[src/rtl/serial_detect_scheduler.sv]
// Round-robin scheduler that lends a serial Mealy sequence detector to one of four
// requesters at a time, shifts that requester's frame through it and reports the hit count.
module serial_detect_scheduler #(
  parameter int FRAME_LEN = 8
) (
  input  logic        clock,
  input  logic        reset,
  input  logic [3:0]  req,
  input  logic [31:0] frame_data,
  input  logic        flush,
  output logic [3:0]  grant,
  output logic        busy,
  output logic        det_y,
  output logic        done,
  output logic [1:0]  done_id,
  output logic [3:0]  det_count
);

  typedef enum logic [1:0] {IDLE, SHIFT, REPORT} ctrl_t;
  typedef enum logic [1:0] {S0, S1, S2, S3} det_t;

  localparam logic [2:0] LAST_BIT = 3'(FRAME_LEN - 1);

  ctrl_t      state;
  det_t       det;
  det_t       det_next;
  logic [7:0] shreg;
  logic [2:0] bit_cnt;
  logic [3:0] acc;
  logic [1:0] ptr;
  logic [1:0] owner;
  logic [1:0] win_idx;
  logic       win_found;

  // First requester at or after ptr, wrapping 3->0.
  always_comb begin
    win_idx   = ptr;
    win_found = 1'b0;
    for (int unsigned i = 0; i < 4; i++) begin
      if (!win_found && req[ptr + 2'(i)]) begin
        win_idx   = ptr + 2'(i);
        win_found = 1'b1;
      end
    end
  end

  always_comb begin
    det_next = S0;
    case (det)
      S0: det_next = shreg[0] ? S1 : S0;
      S1: det_next = shreg[0] ? S3 : S0;
      S3: det_next = shreg[0] ? S2 : S0;
      S2: det_next = shreg[0] ? S2 : S0;
      default: det_next = S0;
    endcase
  end

  assign det_y = (state == SHIFT) && (det != S0) && !shreg[0];
  assign busy  = (state != IDLE);

  always_ff @(posedge clock) begin
    if (!reset) begin
      state     <= IDLE;
      det       <= S0;
      shreg     <= '0;
      bit_cnt   <= '0;
      acc       <= '0;
      ptr       <= '0;
      owner     <= '0;
      grant     <= '0;
      done      <= 1'b0;
      done_id   <= '0;
      det_count <= '0;
    end else begin
      done <= 1'b0;
      case (state)
        IDLE: begin
          if (win_found) begin
            owner     <= win_idx;
            grant     <= 4'b0001 << win_idx;
            shreg     <= frame_data[{win_idx, 3'b000} +: 8];
            det       <= S0;
            bit_cnt   <= '0;
            acc       <= '0;
            det_count <= '0;
            state     <= SHIFT;
          end
        end
        SHIFT: begin
          if (flush) begin
            state <= IDLE;
            grant <= '0;
            det   <= S0;
          end else begin
            shreg   <= shreg >> 1;
            det     <= det_next;
            acc     <= acc + {3'b000, det_y};
            bit_cnt <= bit_cnt + 3'd1;
            // Pointer advances only on completion so an aborted frame keeps its priority.
            if (bit_cnt == LAST_BIT) begin
              state     <= REPORT;
              grant     <= '0;
              done      <= 1'b1;
              done_id   <= owner;
              det_count <= acc + {3'b000, det_y};
              ptr       <= owner + 2'd1;
            end
          end
        end
        REPORT:  state <= IDLE;
        default: state <= IDLE;
      endcase
    end
  end

endmodule

[config.mk]
export PLATFORM = sky130hd
export DESIGN_NAME = serial_detect_scheduler
export DESIGN_NICKNAME = d
export VERILOG_FILES = /design/src/rtl/serial_detect_scheduler.sv
export SDC_FILE = /design/constraint.sdc
export NUM_CORES = 1
export LEC_CHECK = 0
export CAP_MARGIN = 20
export CORE_ASPECT_RATIO = 0.6
export CORE_MARGIN = 5
export CORE_UTILIZATION = 48
export CTS_CLUSTER_DIAMETER = 30
export DETAILED_ROUTE_END_ITERATION = 6
export PLACE_DENSITY = 0.82
export SYNTH_ARGS = -nofsm -noshare
export SYNTH_HDL_FRONTEND = slang
export SYNTH_SLANG_ARGS = --single-unit
[constraint.sdc]
create_clock -name clock -period 2.85 [get_ports clock]
set_input_delay 0.285 -clock clock [delete_from_list [all_inputs] [get_ports clock]]
set_output_delay 0.285 -clock clock [all_outputs]
set_load 0.02 [all_outputs]
* After elaboration in Yosys (flattened, before gate mapping) *
Cells that the tools add are included.
W data, S select, Z words.

storage, ports and cells
  word-level logic and storage cells = 101
  input bits = 39
  output and inout bits = 13
  bits in registers = 34

cells by class
  reduce and logical (&&, ||, !) cells = 23
  $add $sub $neg = 6
  multiplexer cells = 43
  shift-type cells = 2
  equal/unequal tests = 9
  order comparisons = 4
  bitwise operators = 3

operator list
  operator               number
  $shiftx A32 B6 Y8      1
  $mux W4                7
  $pmux W4 S2            3
  $mux W2                10
  $mux W8                2
  $pmux W8 S2            1
  $lt A2 B3 Y1 const B   4
  $mux W1                10
  $reduce_and A3 Y1      3
  $bmux W1 S2            4
  $pmux W2 S2            2
  $mux W3                2
  $pmux W2 S3            1
  $pmux W3 S2            1
  $reduce_and A2 Y1      3
  $reduce_bool A2 Y1     3
  $logic_and A1 B1 Y1    5
  $add A2 B1 Y2 const B  2
  $add A2 B2 Y2 const B  2
  $add A4 B1 Y4          1
  $eq A2 B1 Y1 const B   2
  $eq A2 B2 Y1 const B   2
  $logic_not A1 Y1       4
  $logic_not A2 Y1       2
  10 further kinds       13

* Longest topological paths before layout *
Gate-level depths: netlist of run 1.

  depth after elaboration = 15
  depth in mapped cells = 9
  gate-level depth less buffers = 9

* Worst setup path after synthesis of run 1 *
OpenSTA, ideal clock, no wires.

  path type = reg-to-reg
  start = register state[0]
  end = register det_count[2]
  path slack = 0.730 ns
  buffers on the path = 1
  data arrival time = 2.004 ns
  period minus slack after synthesis = 2.120 ns
  cell stages (with the launch flop) = 10
  setup time = 0.115 ns
  cell sequence = dfxtp_1 clkbuf_1 nand2_1 nor3_1 ha_1 ha_1 xnor2_1 nor3_1 a21oi_1 nor2b_1

on the way
  word-level cells in the longest chain between the ends = 7
  elaborated cells between the ends (all ways) = 13
  those cells by class = 1 x add/sub; 4 x eq/ne; 3 x mux; 5 x reduce/logical

ends and longest elaborated chain
  item                              line  RTL
  start: declaration                24    ctrl_t state;
  start signal: assignment          63    state <= IDLE;
  start signal: assignment          86    state <= SHIFT;
  start signal: assignment          91    state <= IDLE;
  $eq A2 B1 Y1                      58    assign det_y = (state == SHIFT) && (det != S0) && !shreg[0];
  $logic_and A1 B1 Y1 (2 in a row)  58
  via det_y                         13    output logic det_y,
  $add A4 B1 Y4                     105   det_count <= acc + {3'b000, det_y};
  $mux W4                           100   if (bit_cnt == LAST_BIT) begin
  $mux W4                           90    if (flush) begin
  $pmux W4 S2                       76    case (state)
  end signal: assignment            105
  end: declaration                  16    output logic [3:0] det_count

The timed path passes the listed nets, and every way through them passes these cells. The select of a mux whose other input is x is not followed.
A chain may end at the register's enable or synchronous reset.

* Worst setup path in the final report of run 1 *
  start = input port req[3]
  end = register shreg[0]

on the way
  word-level cells in the longest chain between the ends = 15
  elaborated cells between the ends (all ways) = 26
  those cells by class = 1 x eq/ne; 1 x shift; 17 x mux; 7 x reduce/logical

ends and longest elaborated chain
  item                           line  RTL
  start: declaration             8     input logic [3:0] req,
  $bmux W1 S2                    40    if (!win_found && req[ptr + 2'(i)]) begin
  $mux W1 (not written as such)  40
  $mux W1                        40
  $logic_not A1 Y1               40
  $logic_and A1 B1 Y1            40
  $mux W1                        40
  $logic_not A1 Y1               40
  $logic_and A1 B1 Y1            40
  $mux W1                        40
  $logic_not A1 Y1               40
  $logic_and A1 B1 Y1            40
  $mux W2                        40
  $shiftx A32 B6 Y8              81    shreg <= frame_data[{win_idx, 3'b000} +: 8];
  $mux W8                        78    if (win_found) begin
  $pmux W8 S2                    76
  end signal: assignment         81
  end signal: assignment         95    shreg <= shreg >> 1;
  end: declaration               27    logic [7:0] shreg;

Several ways; a longest one is shown, not always the timed one. The select of a mux whose other input is x is not followed.

==> results of run 1 <==
[cell families after synthesis]
kind of cell / after synthesis
buffers and inverters: 15
adder cells (fa/ha/maj): 4
flip-flops: 34
AND/OR/NAND/NOR: 93
XOR/XNOR: 3
multiplexers: 10
AO/OA/AOI/OAI: 50
[routing by layer]
layer,vias to the layer above,part of all wire (%)
met5,-,0
met4,0,0.20
met3,2,6.2
met2,40,42
met1,731,52
li1,835,-
[state kept, by name, indices dropped and copies added, names as in the netlist]
name	count
state	2
owner	2
shreg	8
bit_cnt	3
ptr	2
grant	4
done_id	2
det_count	4
done	1
det	2
acc	4
[through the flow]
stage                     setup WS [ps]  utilization (%)  instances  hold slack, ps  instance area (sq um)
after detailed placement          181.6            64.67        299           461.1                   2394
after floorplan                   730.1                -        209           450.8                   1859
final                             459.1            66.90        305           464.8                   2476
after global routing              383.6            66.90        305           505.8                   2476
after global placement            238.9            64.67        299           456.9                   2394
after CTS                         479.1            66.90        305           471.3                   2476
[worst paths after layout]
path / from / end / slack (ps) / cells after the start
setup / recovery: req[3] / shreg[0]$_SDFFE_PN0P_ / 460 / 6
hold / removal: done_id[1]$_SDFFE_PN0P_ / done_id[1]$_SDFFE_PN0P_ / 460 / 2
setup reg to reg: ptr[1]$_SDFFE_PN0P_ / shreg[0]$_SDFFE_PN0P_ / 640 / 5
hold reg to reg: done_id[1]$_SDFFE_PN0P_ / done_id[1]$_SDFFE_PN0P_ / 460 / 2
[power breakdown]
part / switching (W) / leakage [nW] / total (W) / internal (W)
registers: 0.0000136 / 0.277 / 0.000508 / 0.000495
clock network: 0.000162 / 0.0431 / 0.000348 / 0.000186
logic: 0.0000834 / 0.617 / 0.000196 / 0.000112
[synthesized netlist by cell type (all sizes together) (3+ instances only)]
library cell,instances,share of area (%)
a21boi,7,2.8
nor2b,11,3.7
nand2,39,8.3
o21ai,19,5.3
a21oi,6,1.6
nor2,9,1.8
a22o,7,3.6
dfxtp,34,37
and2,9,3.0
nand3,5,1.3
buf,6,2.3
mux2i,3,1.6
inv,3,0.61
mux4,7,8.9
clkbuf,6,1.2
nor3,5,1.3
ha,4,2.7
and3,3,1.0
[area by class of cell]
cell class	count	area (sq um)	share of cell area (%)
Inverter	3	11.26	0.4548
Clock buffer	6	82.58	3.335
Sequential cell	34	680.7	27.49
Tap cell	47	58.81	2.375
Timing Repair Buffer	55	540.5	21.83
Multi-Input combinational cell	160	1102	44.52
[placed cells by master (no fill, tap or decap), types with 4 or more instances in the layout]
master and instances:
sky130_fd_sc_hd__a21boi_0 7, sky130_fd_sc_hd__a21oi_1 6, sky130_fd_sc_hd__a22o_2 4, sky130_fd_sc_hd__and2_1 9, sky130_fd_sc_hd__buf_4 4, sky130_fd_sc_hd__clkbuf_8 6
sky130_fd_sc_hd__clkdlybuf4s50_1 51, sky130_fd_sc_hd__dfxtp_1 34, sky130_fd_sc_hd__ha_1 4, sky130_fd_sc_hd__mux4_2 5, sky130_fd_sc_hd__nand2_1 38, sky130_fd_sc_hd__nand3_1 5
sky130_fd_sc_hd__nor2_1 9, sky130_fd_sc_hd__nor2b_1 11, sky130_fd_sc_hd__nor3_1 5, sky130_fd_sc_hd__o21ai_0 18
[critical path, stage by stage]
cell	delay [ps]
sky130_fd_sc_hd__clkdlybuf4s50_1	580
sky130_fd_sc_hd__and3b_1	200
sky130_fd_sc_hd__or4_4	450
sky130_fd_sc_hd__nand2_4	200
sky130_fd_sc_hd__mux4_1	580
sky130_fd_sc_hd__a22o_1	250
==> results by group, run 1 <==
Status
  – Run status: complete, no violations

STA
  – Unrepaired setup endpoints after global routing: no
  – Final period utilization: 83.89%
  – Final count of hold timing violations: 0
  – Setup violation total in the final timing report: 0
  – Relative slew slack: 60.87%
  – Slew Limit Fails: 0
  – Fin crit period: 2391 ps
  – Post-route setup TNS: 0 ps
  – Achievable frequency: 418.2 MHz
  – Slew at the pin closest to its max-slew limit: 585.2 ps
  – Final Skew: 2.167 ps

GRT
  – Most used routing layer in global routing: met1
  – Pin count of the biggest net entering global routing: 27
  – Met1 capacity usage during global routing: 26.85%
  – First-pass GRT wire length: 7541 microns
  – Met2 usage: 24.17%
  – GR met3 Demand/Resource: 7.393%
  – Global router's overall resource usage: 18.07%
  – Antenna violations before repair: 0
  – Via count of the first global-routing pass: 1529
  – Residual overflow from global routing: 0

Synth
  – Number of storage elements in the synthesis netlist: 34
  – Post-synthesis cell area: 0.001859 sq mm
  – Library cells used by synthesis: 45
  – Share of synthesized cell area in and, or, nand and nor gates: 25.98%
  – Main flop type after synthesis: sky130_fd_sc_hd__dfxtp_1
  – Mux cell area share after synthesis: 10.50%
  – Post-synth net total: 252
  – Synth async-reset ratio: 0%
  – Proportion of synthesized chip area in sequential cells: 36.61%
  – Post-synthesis xor/xnor area fraction: 1.413%
  – Post-Synth Adder-Cell Area: 2.692%
  – Post-synthesis compound-gate area fraction: 18.71%
  – Cell count after synthesis: 209
  – Yosys synthesis warning count: 0
  – Combinational family with the most area after synthesis: simple AND/OR/NAND/NOR gates
  – Synthesized area per cell: 8.896 sq um
  – Number of synthesized flops with an enable pin: 0

Drt
  – Router iterations before antenna repair: 4
  – Detailed router's first-iteration violation count: 77
  – # DRC: 0
  – Per-cell routed wire length: 14.69 microns
  – Number of vias in the routed layout: 1608
  – Final wirelength: 4479 microns
  – Post-detailed-route via-to-cell ratio: 5.272
  – Final ANT Viol Nets: 0

Setup path
  – Largest driver fanout on the critical path: 12
  – Endpoint kind of the worst setup timing path: flip-flop
  – Startpoint-to-endpoint class of the critical path: primary input to flip-flop
  – Crit path arrival time: 2560 ps
  – Endpoint required time on the critical path: 3020 ps
  – Kind of launch point of the worst setup path: primary input

Floorplan
  – Top-Level Pins: 52
  – Initial core utilization: 50.24%
  – Overall die width: 90.35 microns
  – Die outline area: 0.005259 sq mm
  – Number of rows created at floorplan: 17
  – Die Y-Extent: 58.21 microns
  – Placeable core area: 0.003701 sq mm

Layout
  – Fill cell total of the finished layout: 301
  – Fraction of final layout cells with drive strength greater than 1: 11.63%
  – Number of nets at the end of the flow: 302
  – Synth-to-layout area growth: 33.18%
  – Inserted Diodes: 0

Clock network
  – Clock transition at the registers of the reported paths: 60 ps
  – Clock network latency to the later pin of the worst-skew pair: 280 ps
  – TritonCTS clock tree: yes
  – Root Buffer: sky130_fd_sc_hd__clkbuf_8
  – Buffers inserted during post-CTS setup optimization: 0
  – Maximum clock path buffer count: 2
  – Post-cts sizing count: 0
  – Clock sink count: 34
  – CTS H-Tree Depth: 2
  – CTS Buf Count: 5
  – Post-CTS Hold Buffers: 0

Worst hold path
  – Class of the tightest hold or removal check: flip-flop to flip-flop

Placed design
  – Global placement routability congestion: 0.7776
  – Count of buffers inserted at the top-level ports: 51
  – Half-perimeter wire length after placement: 3376 microns

Run
  – Max_cap viols: 0

Power and ir drop
  – Total chip power: 0.001052 W
  – Power density of the placed cells: 424.9 mW/mm^2
  – Leakage power of the design: 0.9368 nW
  – Worst-case vdd ir drop: 0.2794 mV
(Power assumes the default switching activity.)
==> run 2: changes to the inputs <==
Clock period 2.85 ns to 2.35 ns, I/O delays scaled along.
==> run 2 against run 1 <==
Compared with the run above: global-route usage grew 0.48 points; non-clock buffer count grew 8; final cell count grew 3.3%; combinational power grew 30%; cell area grew 3.3%; first-iteration DRC count grew 25%; clock power grew 26%; critical path type unchanged; highest routed layer unchanged.
==> results by group, run 2 (synthesis gave the netlist of run 1 again) <==
Status
  – Run status: complete, no violations

Drt
  – Router iterations before antenna repair: 5
  – Post-detailed-route via-to-cell ratio: 5.406
  – Final wirelength: 4686 microns
  – Detailed router's first-iteration violation count: 96
  – # DRC: 0
  – Number of vias in the routed layout: 1703
  – Per-cell routed wire length: 14.88 microns
  – Final ANT Viol Nets: 0

Setup path
  – Kind of launch point of the worst setup path: primary input
  – Cell at the slowest stage of the critical path: sky130_fd_sc_hd__mux4_2
  – Endpoint required time on the critical path: 2520 ps
  – Startpoint-to-endpoint class of the critical path: primary input to flip-flop
  – Endpoint kind of the worst setup timing path: flip-flop
  – Crit path arrival time: 2410 ps
  – Critical-path cell list: clkdlybuf4s50_1 > nor2b_1 > or4_4 > nand2_4 > mux4_2 > a22o_1
  – Launching instance or port of the critical path: req[0]
  – Startpoint of the worst-slack reg-to-reg timing path: ptr[1]$_SDFFE_PN0P_
  – Largest driver fanout on the critical path: 9
  – Maximum single-stage delay on the critical path: 550 ps
  – Worst r2r path cells: 5

Layout
  – Synth-to-layout area growth: 37.55%
  – Fill cell total of the finished layout: 297
  – Sequential cell area in the final layout: 680.7 sq um
  – Number of nets at the end of the flow: 310
  – Number of flip-flops in the largest register: 8
  – Post-route cell area: 0.002557 sq mm
  – Fraction of final layout cells with drive strength greater than 1: 14.55%
  – Footprint of the multi-input gates: 0.001102 sq mm
  – Most frequent standard cell in the layout excluding fill and tap cells: sky130_fd_sc_hd__clkdlybuf4s50_1
  – Top library cells by usage in the layout, fill and taps aside: sky130_fd_sc_hd__clkdlybuf4s50_1 (51), sky130_fd_sc_hd__nand2_1 (38), sky130_fd_sc_hd__dfxtp_1 (34)
  – Inserted Diodes: 0
  – Largest Register: shreg

Floorplan
  – Top-Level Pins: 52
  – Overall die width: 90.35 microns
  – Die outline area: 0.005259 sq mm
  – Die Y-Extent: 58.21 microns
  – Placeable core area: 0.003701 sq mm
  – Initial core utilization: 50.24%
  – Number of rows created at floorplan: 17

STA
  – Unrepaired setup endpoints after global routing: no
  – Achievable frequency: 447.3 MHz
  – Final hold slack: 464.0 ps
  – Slew at the pin closest to its max-slew limit: 368.2 ps
  – Final period utilization: 95.13%
  – Slew Limit Fails: 0
  – Fin crit period: 2235 ps
  – Final count of hold timing violations: 0
  – Worst Slack Setup Final: 114.5 ps
  – Relative slew slack: 75.46%
  – Setup violation total in the final timing report: 0
  – Final Skew: 6.420 ps
  – Post-route setup TNS: 0 ps

Clock network
  – Post-CTS Hold Buffers: 0
  – CTS H-Tree Depth: 2
  – Clock network latency to the later pin of the worst-skew pair: 280 ps
  – Clock transition at the registers of the reported paths: 70 ps
  – Buffers inserted during post-CTS setup optimization: 0
  – Maximum clock path buffer count: 2
  – Clock sink count: 34
  – Root Buffer: sky130_fd_sc_hd__clkbuf_8
  – Post-cts sizing count: 0
  – CTS Buf Count: 5
  – TritonCTS clock tree: yes

Placed design
  – Setup WS pre-CTS: -163.5 ps
  – Placement-stage cell area: 0.002466 sq mm
  – Count of buffers inserted at the top-level ports: 51
  – Global placement routability congestion: 0.7411
  – Half-perimeter wire length after placement: 3430 microns

Power and ir drop
  – Power density of the placed cells: 511.6 mW/mm^2
  – Sequential cell fraction of total power: 47.1%
  – Net switching fraction of the power: 24.84%
  – Combinational cell fraction of total power: 19.4%
  – Switch Pwr: 0.0003251 W
  – Clk pwr share: 33.5%
  – Internal power of the cells: 0.0009834 W
  – Leakage power of the design: 0.9852 nW
  – Worst-case vdd ir drop: 0.4218 mV

GRT
  – Residual overflow from global routing: 0
  – First-pass GRT wire length: 7790 microns
  – Pin count of the biggest net entering global routing: 36
  – Via count of the first global-routing pass: 1615
  – Global router's overall resource usage: 18.56%
  – Antenna violations before repair: 0

Worst hold path
  – Class of the tightest hold or removal check: flip-flop to flip-flop
  – Start point of the worst hold path: grant[0]$_SDFFE_PN0P_
  – Hold Path Cell Cnt: 2

Run
  – Max_cap viols: 0
## run 2: cell types whose count changed in the layout (fill, tap and decap cells not counted)
cell and change:
sky130_fd_sc_hd__clkinv_2 +1, sky130_fd_sc_hd__buf_4 +7, sky130_fd_sc_hd__buf_12 +1, sky130_fd_sc_hd__clkbuf_1 +1
## run 2: per-layer routing
layer	vias up	wire length (microns)	track usage, %	share of wire (%)
li1	853	-	-	-
met1	786	2236	25.02	48
met2	58	2073	28.54	44
met3	6	309	5.837	6.6
met4	0	66	5.945	1.4
met5	-	0	0	0
## run 2: area by class of cell
cell class	instances	area share, %
flip-flops and latches	34	26.61
well taps	47	2.299
multi-input cells	160	43.10
clock inverters	1	0.1957
repair buffers	63	23.97
clock buffers	7	3.376
inverters	3	0.4403
## run 2: metrics by stage
| stage | total power, W | util (%) | instances |
|---|---|---|---|
| floorplan | 0.0007627 | - | 209 |
| global placement | 0.0008741 | 66.63 | 307 |
| detailed placement | 0.0008787 | 66.63 | 307 |
| CTS | 0.001322 | 69.10 | 315 |
| global route | 0.001371 | 69.10 | 315 |
| finish | 0.001308 | 69.10 | 315 |
## run 2: power groups by stage
stage               registers (W)  logic, W  clock network (W)
floorplan                0.000626  0.000137                  0
global placement         0.000628  0.000246                  0
detailed placement       0.000628  0.000251                  0
CTS                      0.000616  0.000254           0.000452
global route             0.000619  0.000274           0.000478
finish                   0.000616  0.000254           0.000438
## run 2: path summary, 6_finish.rpt
path | slack [ps] | endpoint
worst max register to register | 210 | shreg[2]$_SDFFE_PN0P_
worst min-delay path | 460 | grant[0]$_SDFFE_PN0P_
worst min register to register | 460 | grant[0]$_SDFFE_PN0P_
worst max-delay path | 110 | shreg[2]$_SDFFE_PN0P_
## run 2: critical path: cells and delay by family
family                 cells  cell delay (ps)
AOI/OAI and AO/OA          1              260
buffers and inverters      1              490
muxes                      1              550
and+or+nand+nor            3              870
